**src/rtl/sb_pkg.sv**
```systemverilog
// Shared constants and the buffered-store entry type for the store buffer.
package sb_pkg;

  localparam int DefaultDepth  = 4;
  localparam int WordAddrWidth = 12;
  localparam int DataWidth     = 32;
  localparam int StrobeWidth   = 4;

  typedef struct packed {
    logic [WordAddrWidth-1:0] addr;
    logic [StrobeWidth-1:0]   strb;
    logic [DataWidth-1:0]     data;
  } sb_entry_t;

endpackage

```
**src/rtl/sb_fifo.sv**
```systemverilog
// Entry storage for the store buffer: circular FIFO with per-slot valid bits
// and a parallel word-address compare across all valid slots.
module sb_fifo
  import sb_pkg::*;
#(
  parameter int DEPTH = DefaultDepth
) (
  input  logic                     clk,
  input  logic                     rst,
  input  logic                     push,
  input  logic                     pop,
  input  sb_entry_t                push_entry,
  input  logic [WordAddrWidth-1:0] match_addr,
  output sb_entry_t                head_entry,
  output logic                     match,
  output logic                     full,
  output logic                     empty
);

  localparam int PtrW = $clog2(DEPTH);
  localparam int CntW = $clog2(DEPTH + 1);

  sb_entry_t        entries [DEPTH];
  logic [DEPTH-1:0] valid;
  logic [PtrW-1:0]  head;
  logic [PtrW-1:0]  tail;
  logic [CntW-1:0]  count;

  always_ff @(posedge clk) begin
    if (rst) begin
      head  <= '0;
      tail  <= '0;
      count <= '0;
      valid <= '0;
    end else begin
      if (push) begin
        entries[tail] <= push_entry;
        valid[tail]   <= 1'b1;
        tail          <= tail + 1'b1;
      end
      if (pop) begin
        valid[head] <= 1'b0;
        head        <= head + 1'b1;
      end
      case ({push, pop})
        2'b10:   count <= count + 1'b1;
        2'b01:   count <= count - 1'b1;
        default: count <= count;
      endcase
    end
  end

  always_comb begin
    match = 1'b0;
    for (int i = 0; i < DEPTH; i++) begin
      if (valid[i] && (entries[i].addr == match_addr)) match = 1'b1;
    end
  end

  assign head_entry = entries[head];
  assign full       = (count == CntW'(DEPTH));
  assign empty      = (count == '0);

endmodule

```
**src/rtl/store_buffer.sv**
```systemverilog
// CPU-side store buffer in front of a single-port SRAM: loads win the port,
// buffered stores drain in order whenever the port is otherwise idle.
module store_buffer #(
  parameter int DEPTH         = sb_pkg::DefaultDepth,
  parameter int WordAddrWidth = sb_pkg::WordAddrWidth
) (
  input  logic                     clk,
  input  logic                     rst,
  input  logic                     data_read,
  input  logic [3:0]               data_write,
  input  logic [31:0]              data_addr,
  input  logic [31:0]              data_in,
  output logic [31:0]              data_out,
  output logic                     cpu_stall,
  output logic [WordAddrWidth-1:0] sram_addr,
  output logic                     sram_read,
  output logic [3:0]               sram_write,
  output logic [31:0]              sram_di,
  input  logic [31:0]              sram_do,
  output logic                     sb_empty
);
  import sb_pkg::*;

  sb_entry_t   push_entry;
  sb_entry_t   head_entry;
  logic        match, full, empty;
  logic        store_req, load_hit, load_go, push, drain;
  logic [11:0] word_addr;
  logic        unused_addr_bits;

  assign word_addr        = data_addr[13:2];
  assign unused_addr_bits = ^{data_addr[31:14], data_addr[1:0]};

  assign store_req  = |data_write;
  // Reset masks stale matches so a load during reset goes straight to SRAM.
  assign load_hit   = data_read && match && !rst;
  assign load_go    = data_read && !load_hit;
  assign push       = store_req && !full;
  assign drain      = !empty && !load_go && !rst;
  assign cpu_stall  = !rst && (load_hit || (store_req && full));
  assign sb_empty   = empty;
  assign push_entry = '{addr: word_addr, strb: data_write, data: data_in};

  sb_fifo #(.DEPTH(DEPTH)) u_fifo (
    .clk        (clk),
    .rst        (rst),
    .push       (push),
    .pop        (drain),
    .push_entry (push_entry),
    .match_addr (word_addr),
    .head_entry (head_entry),
    .match      (match),
    .full       (full),
    .empty      (empty)
  );

  always_comb begin
    sram_read  = 1'b0;
    sram_write = '0;
    sram_addr  = '0;
    sram_di    = '0;
    data_out   = '0;
    if (load_go) begin
      sram_read = 1'b1;
      sram_addr = WordAddrWidth'(word_addr);
      data_out  = sram_do;
    end else if (drain) begin
      sram_write = head_entry.strb;
      sram_addr  = WordAddrWidth'(head_entry.addr);
      sram_di    = head_entry.data;
    end
  end

endmodule

```
**config.mk**
```make
export PLATFORM = sky130hd
export DESIGN_NAME = store_buffer
export DESIGN_NICKNAME = d
export VERILOG_FILES = /design/src/rtl/sb_pkg.sv /design/src/rtl/sb_fifo.sv /design/src/rtl/store_buffer.sv
export SDC_FILE = /design/constraint.sdc
export NUM_CORES = 1
export LEC_CHECK = 0
export BUFFER_PORTS_ARGS = -buffer_cell sky130_fd_sc_hd__buf_4
export CAP_MARGIN = 10
export CORE_ASPECT_RATIO = 0.7
export CORE_MARGIN = 4
export CORE_UTILIZATION = 25
export DETAILED_ROUTE_END_ITERATION = 10
export SETUP_SLACK_MARGIN = 0.4
export SLEW_MARGIN = 20
export SYNTH_ARGS = -nofsm -noshare
export SYNTH_HDL_FRONTEND = slang
export SYNTH_SLANG_ARGS = --single-unit
export TNS_END_PERCENT = 10
```
**constraint.sdc**
```tcl
create_clock -name clk -period 3.7 [get_ports clk]
set_clock_uncertainty 0.15 [all_clocks]
set_input_delay 0.74 -clock clk [delete_from_list [all_inputs] [get_ports clk]]
set_output_delay 0.74 -clock clk [all_outputs]
set_load 0.02 [all_outputs]
```
# After elaboration in Yosys (flattened, before gate mapping)
# Memories as Yosys holds them, arrays and structs flattened. A register that Yosys moved wholly into a read port is not among the register bits.
# Index checks and enable logic that the tools add are counted.
# Widths: inputs -> output; s select.
# word_totals
ramBits	192
output_inout_bits	83
inputBits	103
register_bits	11
memories	1
# classes
n_lt_le_gt_ge	4
add_sub_neg	4
bitwise_logic	3
n_mux	25
n_eq_ne	7
n_reduce_logical	23
# memory_table
memory	words	width	read_ports	rd_ports_with_merged_regs	write_ports	line	source
u_fifo.entries	4	48	5	1	1	sb_fifo.sv:23	sb_entry_t entries [DEPTH];
# ops
operator	count
$mux 32	3
$eq 12x12->1	4
$mux 12	2
$mux 4	5
$logic_and 1x1->1	14
$mux 1	10
$lt 2x3->1 const B	2
$pmux 3 s2	1
$logic_not 1->1	5
$add 2x1->2 const B	2
$and 4x4->4	1
$demux 1 s2	2
$ge 2x1->1 const B	2
$mux 2	2
$not 4->4	1
$or 4x4->4	1
$reduce_or 4->1	1
$add 3x1->3 const B	1
$eq 3x3->1 const B	1
$logic_not 3->1	1
$sub 3x1->3 const B	1
$eq 2x1->1 const B	1
$eq 2x2->1 const B	1
$reduce_bool 2->1	1
$logic_or 1x1->1	1

# Depth between registers and ports, before layout
# Gate-level depths: netlist (run 1).
# logic_depth
ltp_word	15
ltp_mapped	13
mapped_depth_nobuf	11

# Hierarchy
# From an unflattened synthesis (run 1), not the netlist that was laid out.
# hier_totals
cells_unflattened	500
area_unflattened_um2	8836.0
# modules_own_cells
mod	seq_area_each_um2	instances	cells_per_inst	area_each_um2
sb_fifo	6025.8	1	402	8180.3
store_buffer	0.0	1	98	655.6

# Worst setup path before layout (run 1)
# OpenSTA, ideal clock, no wires.
# synth_path
kind	input to register
from	input port data_addr[11]
to	register u_fifo.count[2]
path_slack_ns	0.221
stages	13
arrival_time_ns	3.259
path_buffers	2
path_cell_list	buf_4 -> xnor2_1 -> nand4_1 -> nor4_2 -> nor4_2 -> a211oi_4 -> buf_2 -> ha_1 -> inv_1 -> fa_1 -> xor2_1 -> or3_1 -> a21oi_1
# synth_between
elab_chain_cells	15
word_cells_on_any_way	23
# synth_lines
item	line	source
start: declaration	store_buffer.sv:11	input logic [31:0] data_addr,
$eq 12x12->1	sb_fifo.sv:56	if (valid[i] && (entries[i].addr == match_addr)) match = 1'b1;
$logic_and 1x1->1	sb_fifo.sv:56	
$mux 1 (3 in series)	sb_fifo.sv:56	
$mux 1 *	sb_fifo.sv:56	
$logic_and 1x1->1 * (2 in series)	store_buffer.sv:36	assign load_hit = data_read && match && !rst;
$logic_not 1->1 *	store_buffer.sv:37	assign load_go = data_read && !load_hit;
$logic_and 1x1->1 *	store_buffer.sv:37	
$logic_not 1->1 *	store_buffer.sv:39	assign drain = !empty && !load_go && !rst;
$logic_and 1x1->1 * (2 in series)	store_buffer.sv:39	
via drain	store_buffer.sv:27	logic store_req, load_hit, load_go, push, drain;
$eq 2x1->1 or $eq 2x2->1 (tied branches)	sb_fifo.sv:45	case ({push, pop})
$pmux 3 s2 or $reduce_bool 2->1 (tied branches)	-	
end signal: assignment	sb_fifo.sv:46	2'b10: count <= count + 1'b1;
end signal: assignment	sb_fifo.sv:47	2'b01: count <= count - 1'b1;
end signal: assignment	sb_fifo.sv:48	default: count <= count;
end: declaration	sb_fifo.sv:27	logic [CntW-1:0] count;
# The timed path passes the listed nets; every way through them passes the cells marked *.
# A chain may end at the register's enable or synchronous reset.

==> impl_metrics.json, run 1 <==
{
  "synthesis.area_um2": 8910,
  "critical_path_buf_inv_count": 3,
  "hp-start": "data_in[3]",
  "min_to": "u_fifo.entries[2][3]",
  "synthesis.nets": 619,
  "routed_via_density": 4.33,
  "synth-seq-area-share": 0.677,
  "synth.avg_cell_area_um2": 17.6,
  "finalInstanceArea_um2": 11900,
  "dr.pass1.iters": 4,
  "critPathTopFamily": "simple AND/OR/NAND/NOR gates",
  "io_buffers": 165,
  "wl_per_cell_um": 18.5,
  "critPathKind": "flip-flop to output port",
  "rrSetupSlack_ns": 0.45,
  "r2r-start": "u_fifo.entries[1][38]",
  "ir_drop_mv": 0.279,
  "ctsHoldBuffers": 0,
  "drive_above_1_share": 0.443,
  "instances_no_fill": 1179,
  "drt-initial-drc-count": 289,
  "cp-start-kind": "flip-flop",
  "fp.dieW_um": 234,
  "h-tree-depth": 1,
  "placed_area_um2": 10800,
  "coreArea_um2": 34900,
  "synthFlopType": "edfxtp_1",
  "clockRootBuffer": "clkbuf_16",
  "place.gp.congestion": 0.748,
  "hold_path_depth": 1,
  "yosysTopAreaCell": "edfxtp_1",
  "final.min_clock_period_ns": 3.67,
  "syn_to_final_growth_pct": 33.5,
  "die-area_um2": 38800,
  "worst_pin_slew_ns": 0.740,
  "drv_slew": 0,
  "hold_path_class": "input pin to flip-flop",
  "outcome": "completed",
  "yosys.area.top_type_share": 0.647,
  "cts_buffers": 21,
  "final_common_cell": "edfxtp_1",
  "ys_warn_count": 0,
  "pin_count": 186,
  "vias": 5105,
  "grt_overflow": 0,
  "grt_usage": 0.109,
  "cts_buffer_depth": 3,
  "layout_common_cells": "edfxtp_1 (192), buf_4 (151), xnor2_1 (49)",
  "fin_crit_sh": 0.991,
  "die_y_um": 166,
  "cpMostUsedCell": "buf_6",
  "cp_data_arrival_time_ns": 2.78,
  "start_util": 0.255,
  "ys_types": 37,
  "synth_seq_cells": 205,
  "routed_wl_um": 21800,
  "synth_area_leaders": "edfxtp_1 (65%), mux4_2 (12%), xnor2_1 (4.8%), dfxtp_1 (2.9%), and2_1 (2.5%)",
  "grt_first_pass_wirelength_um": 32700,
  "setup_viol": 0,
  "grt_max_degree": 45,
  "critPathSlowestCell": "edfxtp_1",
  "remaining_drc_errors": 0,
  "power.density_nw_per_um2": 596,
  "antenna_found_initial": 2,
  "max_stage_delay_ns": 0.42,
  "synth_edf_count": 192,
  "hpwl_um": 14100,
  "hold_viol_final": 0,
  "synthArstFlopShare": 0,
  "ant_nets": 0,
  "clk_latency_ns": 0.51,
  "synthCells": 506,
  "clock-sinks": 205,
  "cts_tree": "done",
  "fillers": 3360,
  "p_leak_nw": 4.25,
  "cap_violations": 0,
  "placed_cells_incl_taps": 1133,
  "worst_r2r_path_depth": 13,
  "slew_headroom": 0.507,
  "cp-end-kind": "output port",
  "path_max_fanout": 7,
  "max_freq_mhz": 273,
  "r2r_end": "u_fifo.count[2]",
  "path_clk_slew_ns": 0.07,
  "rsz0062_at_grt": "yes",
  "grt_pass1_vias": 5328,
  "crit_chain": "xnor2_1 > nand4_1 > nor4_4 > buf_4 > buf_6 > o41ai_4 > and2_4 > a22o_4 > buf_6",
  "crit_required_ns": 2.81,
  "num_rows": 57,
  "final_nets": 805,
  "cp_num_cells": 9
}
[state kept, by name, summed over array words and instances (netlist names), named ones only]
register / count
u_fifo.entries: 192
u_fifo.valid: 4
u_fifo.count: 3
u_fifo.head: 2
u_fifo.tail: 2
[cell usage after synthesis, types with 9 or more instances]
master and instances:
nand4_1 9, and2_1 36, edfxtp_1 192, clkbuf_1 19, buf_4 10, a22o_1 12, and3_1 36, inv_1 9
ha_1 9, mux4_2 48, xnor2_1 49, dfxtp_1 13
[final cells by class]
type	count	area [µm²]	share of cell area
sequential	205	6030	0.507
multi-input combinational	255	2780	0.234
timing repair buffer	200	1780	0.150
tap	472	591	0.0497
clock buffer	24	537	0.0451
clock inverter	13	138	0.0116
inverter	9	33.8	0.00284
antenna	1	2.50	0.000210
[layer usage]
layer	up-vias	global-route usage	share of wire
met2	126	0.170	0.46
met5	-	0	0.0011
met3	24	0.0340	0.067
met4	4	0.0194	0.012
met1	2595	0.153	0.46
li1	2356	-	-
[worst max path at each step]
stage	from	end	slack (ns)
2_1_floorplan	data_addr[7]	sram_addr[10]	0.38
3_3_place_gp	data_addr[12]	sram_addr[0]	-0.03
3_5_place_dp	data_addr[12]	sram_addr[0]	-0.05
4_1_cts	u_fifo.entries[1][38]	sram_addr[4]	-0.03
5_1_grt	u_fifo.entries[3][38]	sram_di[21]	-0.09
6_report	u_fifo.entries[1][38]	sram_addr[6]	0.03
[where the power goes]
group          internal [mW]  switching (mW)  total (mW)
sequential              2.85           0.169        3.02
clock                   1.25           0.877        2.13
combinational           1.00           0.933        1.94
total                   5.11            1.98        7.09
[per-stage QoR]
step | utilization | hold slack [ns] | setup slack (ns) | TNS (ns) | total power, mW
final | 0.340 | 0.284 | 0.0339 | 0 | 7.09
after global routing | 0.340 | 0.252 | -0.0855 | -2.25 | 7.46
after CTS | 0.340 | 0.252 | -0.0335 | -0.383 | 7.20
after detailed placement | 0.310 | 0.360 | -0.0507 | -0.285 | 4.91
after global placement | 0.310 | 0.353 | -0.0342 | -0.131 | 4.89
after floorplan | - | 0.332 | 0.383 | 0 | 4.22
[what timing repair did]
item,4_1_cts,5_1_grt
resized for setup,66,6
pin swaps,12,11
setup endpoints to repair,82,83
endpoints found under the hold margin,0,0
gates cloned,2,0
setup buffers,6,0
[worst register-to-register path: stages, from the launching register on]
cell and delay (ns):
edfxtp_1 0.42, xnor2_1 0.22, nand4_1 0.26, nor4_4 0.36, nor4_4 0.11, a211oi_4 0.24, buf_4 0.17, buf_4 0.14
ha_4 0.14, inv_1 0.05, fa_2 0.33, xor2_1 0.15, or3_1 0.30, a21oi_1 0.13
[cells by family after synthesis]
family	synth area share
XOR/XNOR	0.0502
adder cells (fa/ha/maj)	0.0149
flip-flops	0.677
multiplexers	0.123
AO/OA/AOI/OAI	0.0291
buffers and inverters	0.0288
AND/OR/NAND/NOR	0.0780
Power figures use the tool's default switching activity.
==> run 2: changes to the inputs <==
==> constraint.sdc (replaced) <==
create_clock -name clk -period 3.7 [get_ports clk]
set_clock_uncertainty 0.15 [all_clocks]
set_input_delay 0.185 -clock clk [delete_from_list [all_inputs] [get_ports clk]]
set_output_delay 0.185 -clock clk [all_outputs]
set_load 0.02 [all_outputs]
==> impl_metrics.json, run 2 (synthesized netlist as in run 1, its figures left out) <==
{
  "final_nets": 841,
  "swShare": 0.284,
  "coreArea_um2": 34900,
  "min_to": "u_fifo.entries[0][8]",
  "ir_drop_mv": 0.316,
  "max_freq_mhz": 312,
  "power.density_nw_per_um2": 589,
  "share_seq_of_total_power": 0.429,
  "cts_buffer_depth": 3,
  "place.gp.congestion": 0.695,
  "rrSetupSlack_ns": 0.53,
  "placed_cells_incl_taps": 1118,
  "grt_first_pass_wirelength_um": 34000,
  "tns_ns": 0,
  "rsz0062_at_grt": "yes",
  "drt-initial-drc-count": 364,
  "syn_to_final_growth_pct": 37.1,
  "routed_wl_um": 23000,
  "final.min_clock_period_ns": 3.20,
  "outcome": "completed",
  "layout_common_cells": "edfxtp_1 (192), buf_4 (169), dlygate4sd3_1 (50)",
  "hp-start": "data_in[8]",
  "combPwrFrac": 0.262,
  "r2r_end": "u_fifo.count[2]",
  "pin_count": 186,
  "wl_per_cell_um": 19.0,
  "antenna_found_initial": 1,
  "h-tree-depth": 1,
  "r2r-start": "u_fifo.entries[2][38]",
  "crit_required_ns": 3.37,
  "setup_viol": 0,
  "hold_viol_final": 0,
  "path_clk_slew_ns": 0.07,
  "drv_slew": 0,
  "die_y_um": 166,
  "routed_via_density": 4.36,
  "dr.pass1.iters": 4,
  "critPathKind": "flip-flop to output port",
  "largest_reg_flops": 192,
  "cts_tree": "done",
  "clk_latency_ns": 0.52,
  "finalInstanceArea_um2": 12200,
  "num_rows": 57,
  "final_common_cell": "edfxtp_1",
  "hpwl_um": 14100,
  "clock-sinks": 205,
  "grt_usage": 0.113,
  "grt_pass1_vias": 5492,
  "path_max_fanout": 12,
  "cpMostUsedCell": "nor4_4",
  "largestRegisters": "u_fifo.entries: 192 flops, u_fifo.valid: 4 flops, u_fifo.count: 3 flops",
  "instances_no_fill": 1214,
  "hold_path_depth": 2,
  "fin_crit_sh": 0.865,
  "p_int_mw": 5.15,
  "critPathSlowestCell": "nor4_4",
  "clockRootBuffer": "clkbuf_16",
  "fin_hold_ws_ns": 0.259,
  "fp.dieW_um": 234,
  "cp-start-kind": "flip-flop",
  "crit_chain": "xnor2_2 > nand4_1 > nor4_4 > nor4_4 > a211oi_4 > buf_6 > clkbuf_16 > and2_1 > buf_4",
  "die-area_um2": 38800,
  "switching_power_mw": 2.04,
  "drive_above_1_share": 0.389,
  "p_clk_frac": 0.309,
  "start_util": 0.255,
  "max_stage_delay_ns": 0.44,
  "placed_area_um2": 10700,
  "slew_headroom": 0.408,
  "ant_nets": 0,
  "grt_max_degree": 49,
  "cts_buffers": 22,
  "remaining_drc_errors": 0,
  "top_register": "u_fifo.entries",
  "cap_violations": 0,
  "worst_r2r_path_depth": 12,
  "p_leak_nw": 4.37,
  "vias": 5292,
  "cp-end-kind": "output port",
  "hold_path_class": "input pin to flip-flop",
  "io_buffers": 165,
  "cp_data_arrival_time_ns": 2.87,
  "worst_pin_slew_ns": 0.880,
  "grt_overflow": 0
}
-- run 2: cell types whose count changed in the layout (fill, tap and decap cells not counted), moves of 3 or more --
cell	previous run	this run
clkinv_1	8	4
dlygate4sd3_1	0	50
buf_4	151	169
clkbuf_16	21	25
and2_1	17	33
buf_6	39	4
clkinvlp_4	0	3
and2_4	21	4
-- run 2: metrics by stage --
stage / power (mW) / utilization / worst slack (ns)
6_report: 7.19 / 0.349 / 0.498
5_1_grt: 7.55 / 0.349 / 0.344
4_1_cts: 7.24 / 0.345 / 0.432
3_5_place_dp: 4.90 / 0.307 / 0.529
3_3_place_gp: 4.87 / 0.307 / 0.571
2_1_floorplan: 4.21 / - / 0.730
-- run 2: area by class of cell --
class                      instances  area, µm²
fill                            3368      22700
sequential                       205       6030
multi-input combinational        254       2730
timing repair buffer             236       2100
tap                              472        591
clock buffer                      24        558
clock inverter                    13        160
inverter                           9       33.8
antenna                            1       2.50
-- run 2: what timing repair did --
item	CTS	global route
hold endpoints to repair	203	0
pin swaps	4	9
hold buffers	50	0
gates resized for setup	9	15
cloned	1	3
setup buffers	2	2
setup endpoints to repair	48	31
-- run 2: per-layer routing --
metal  vias to the layer above  track usage  wire length (µm)  part of all wire
met1                      2715        0.159             10800              0.47
met4                         0       0.0222               350             0.015
met2                       120        0.177             10700              0.46
li1                       2434            -                 -                 -
met3                        23       0.0293              1160             0.050
met5                         -            0                 0                 0
-- run 2: power by group through the flow --
stage | Clock [mW] | Combinational, mW | Sequential [mW]
5_1_grt | 2.39 | 2.03 | 3.13
6_report | 2.22 | 1.88 | 3.08
3_5_place_dp | 0 | 1.76 | 3.14
2_1_floorplan | 0 | 1.22 | 2.98
4_1_cts | 2.30 | 1.85 | 3.09
3_3_place_gp | 0 | 1.74 | 3.13
-- run 2: worst max path at each step --
stage | from | end | slack, ns
after global placement | u_fifo.entries[2][38] | u_fifo.count[2] | 0.57
after detailed placement | u_fifo.entries[1][40] | u_fifo.count[2] | 0.53
final | u_fifo.entries[2][38] | sram_di[21] | 0.50
after CTS | u_fifo.entries[1][40] | sram_di[12] | 0.43
after floorplan | u_fifo.entries[1][45] | u_fifo.count[2] | 0.73
after global routing | u_fifo.entries[2][38] | sram_addr[0] | 0.34
-- run 2: worst max-delay path, delay by kind of cell, from the launching register on --
family                 cells  cell delay [ns]
AND/OR/NAND/NOR            4             0.87
buffers and inverters      3             0.50
flip-flops                 1             0.43
AO/OA/AOI/OAI              1             0.31
XOR/XNOR                   1             0.23
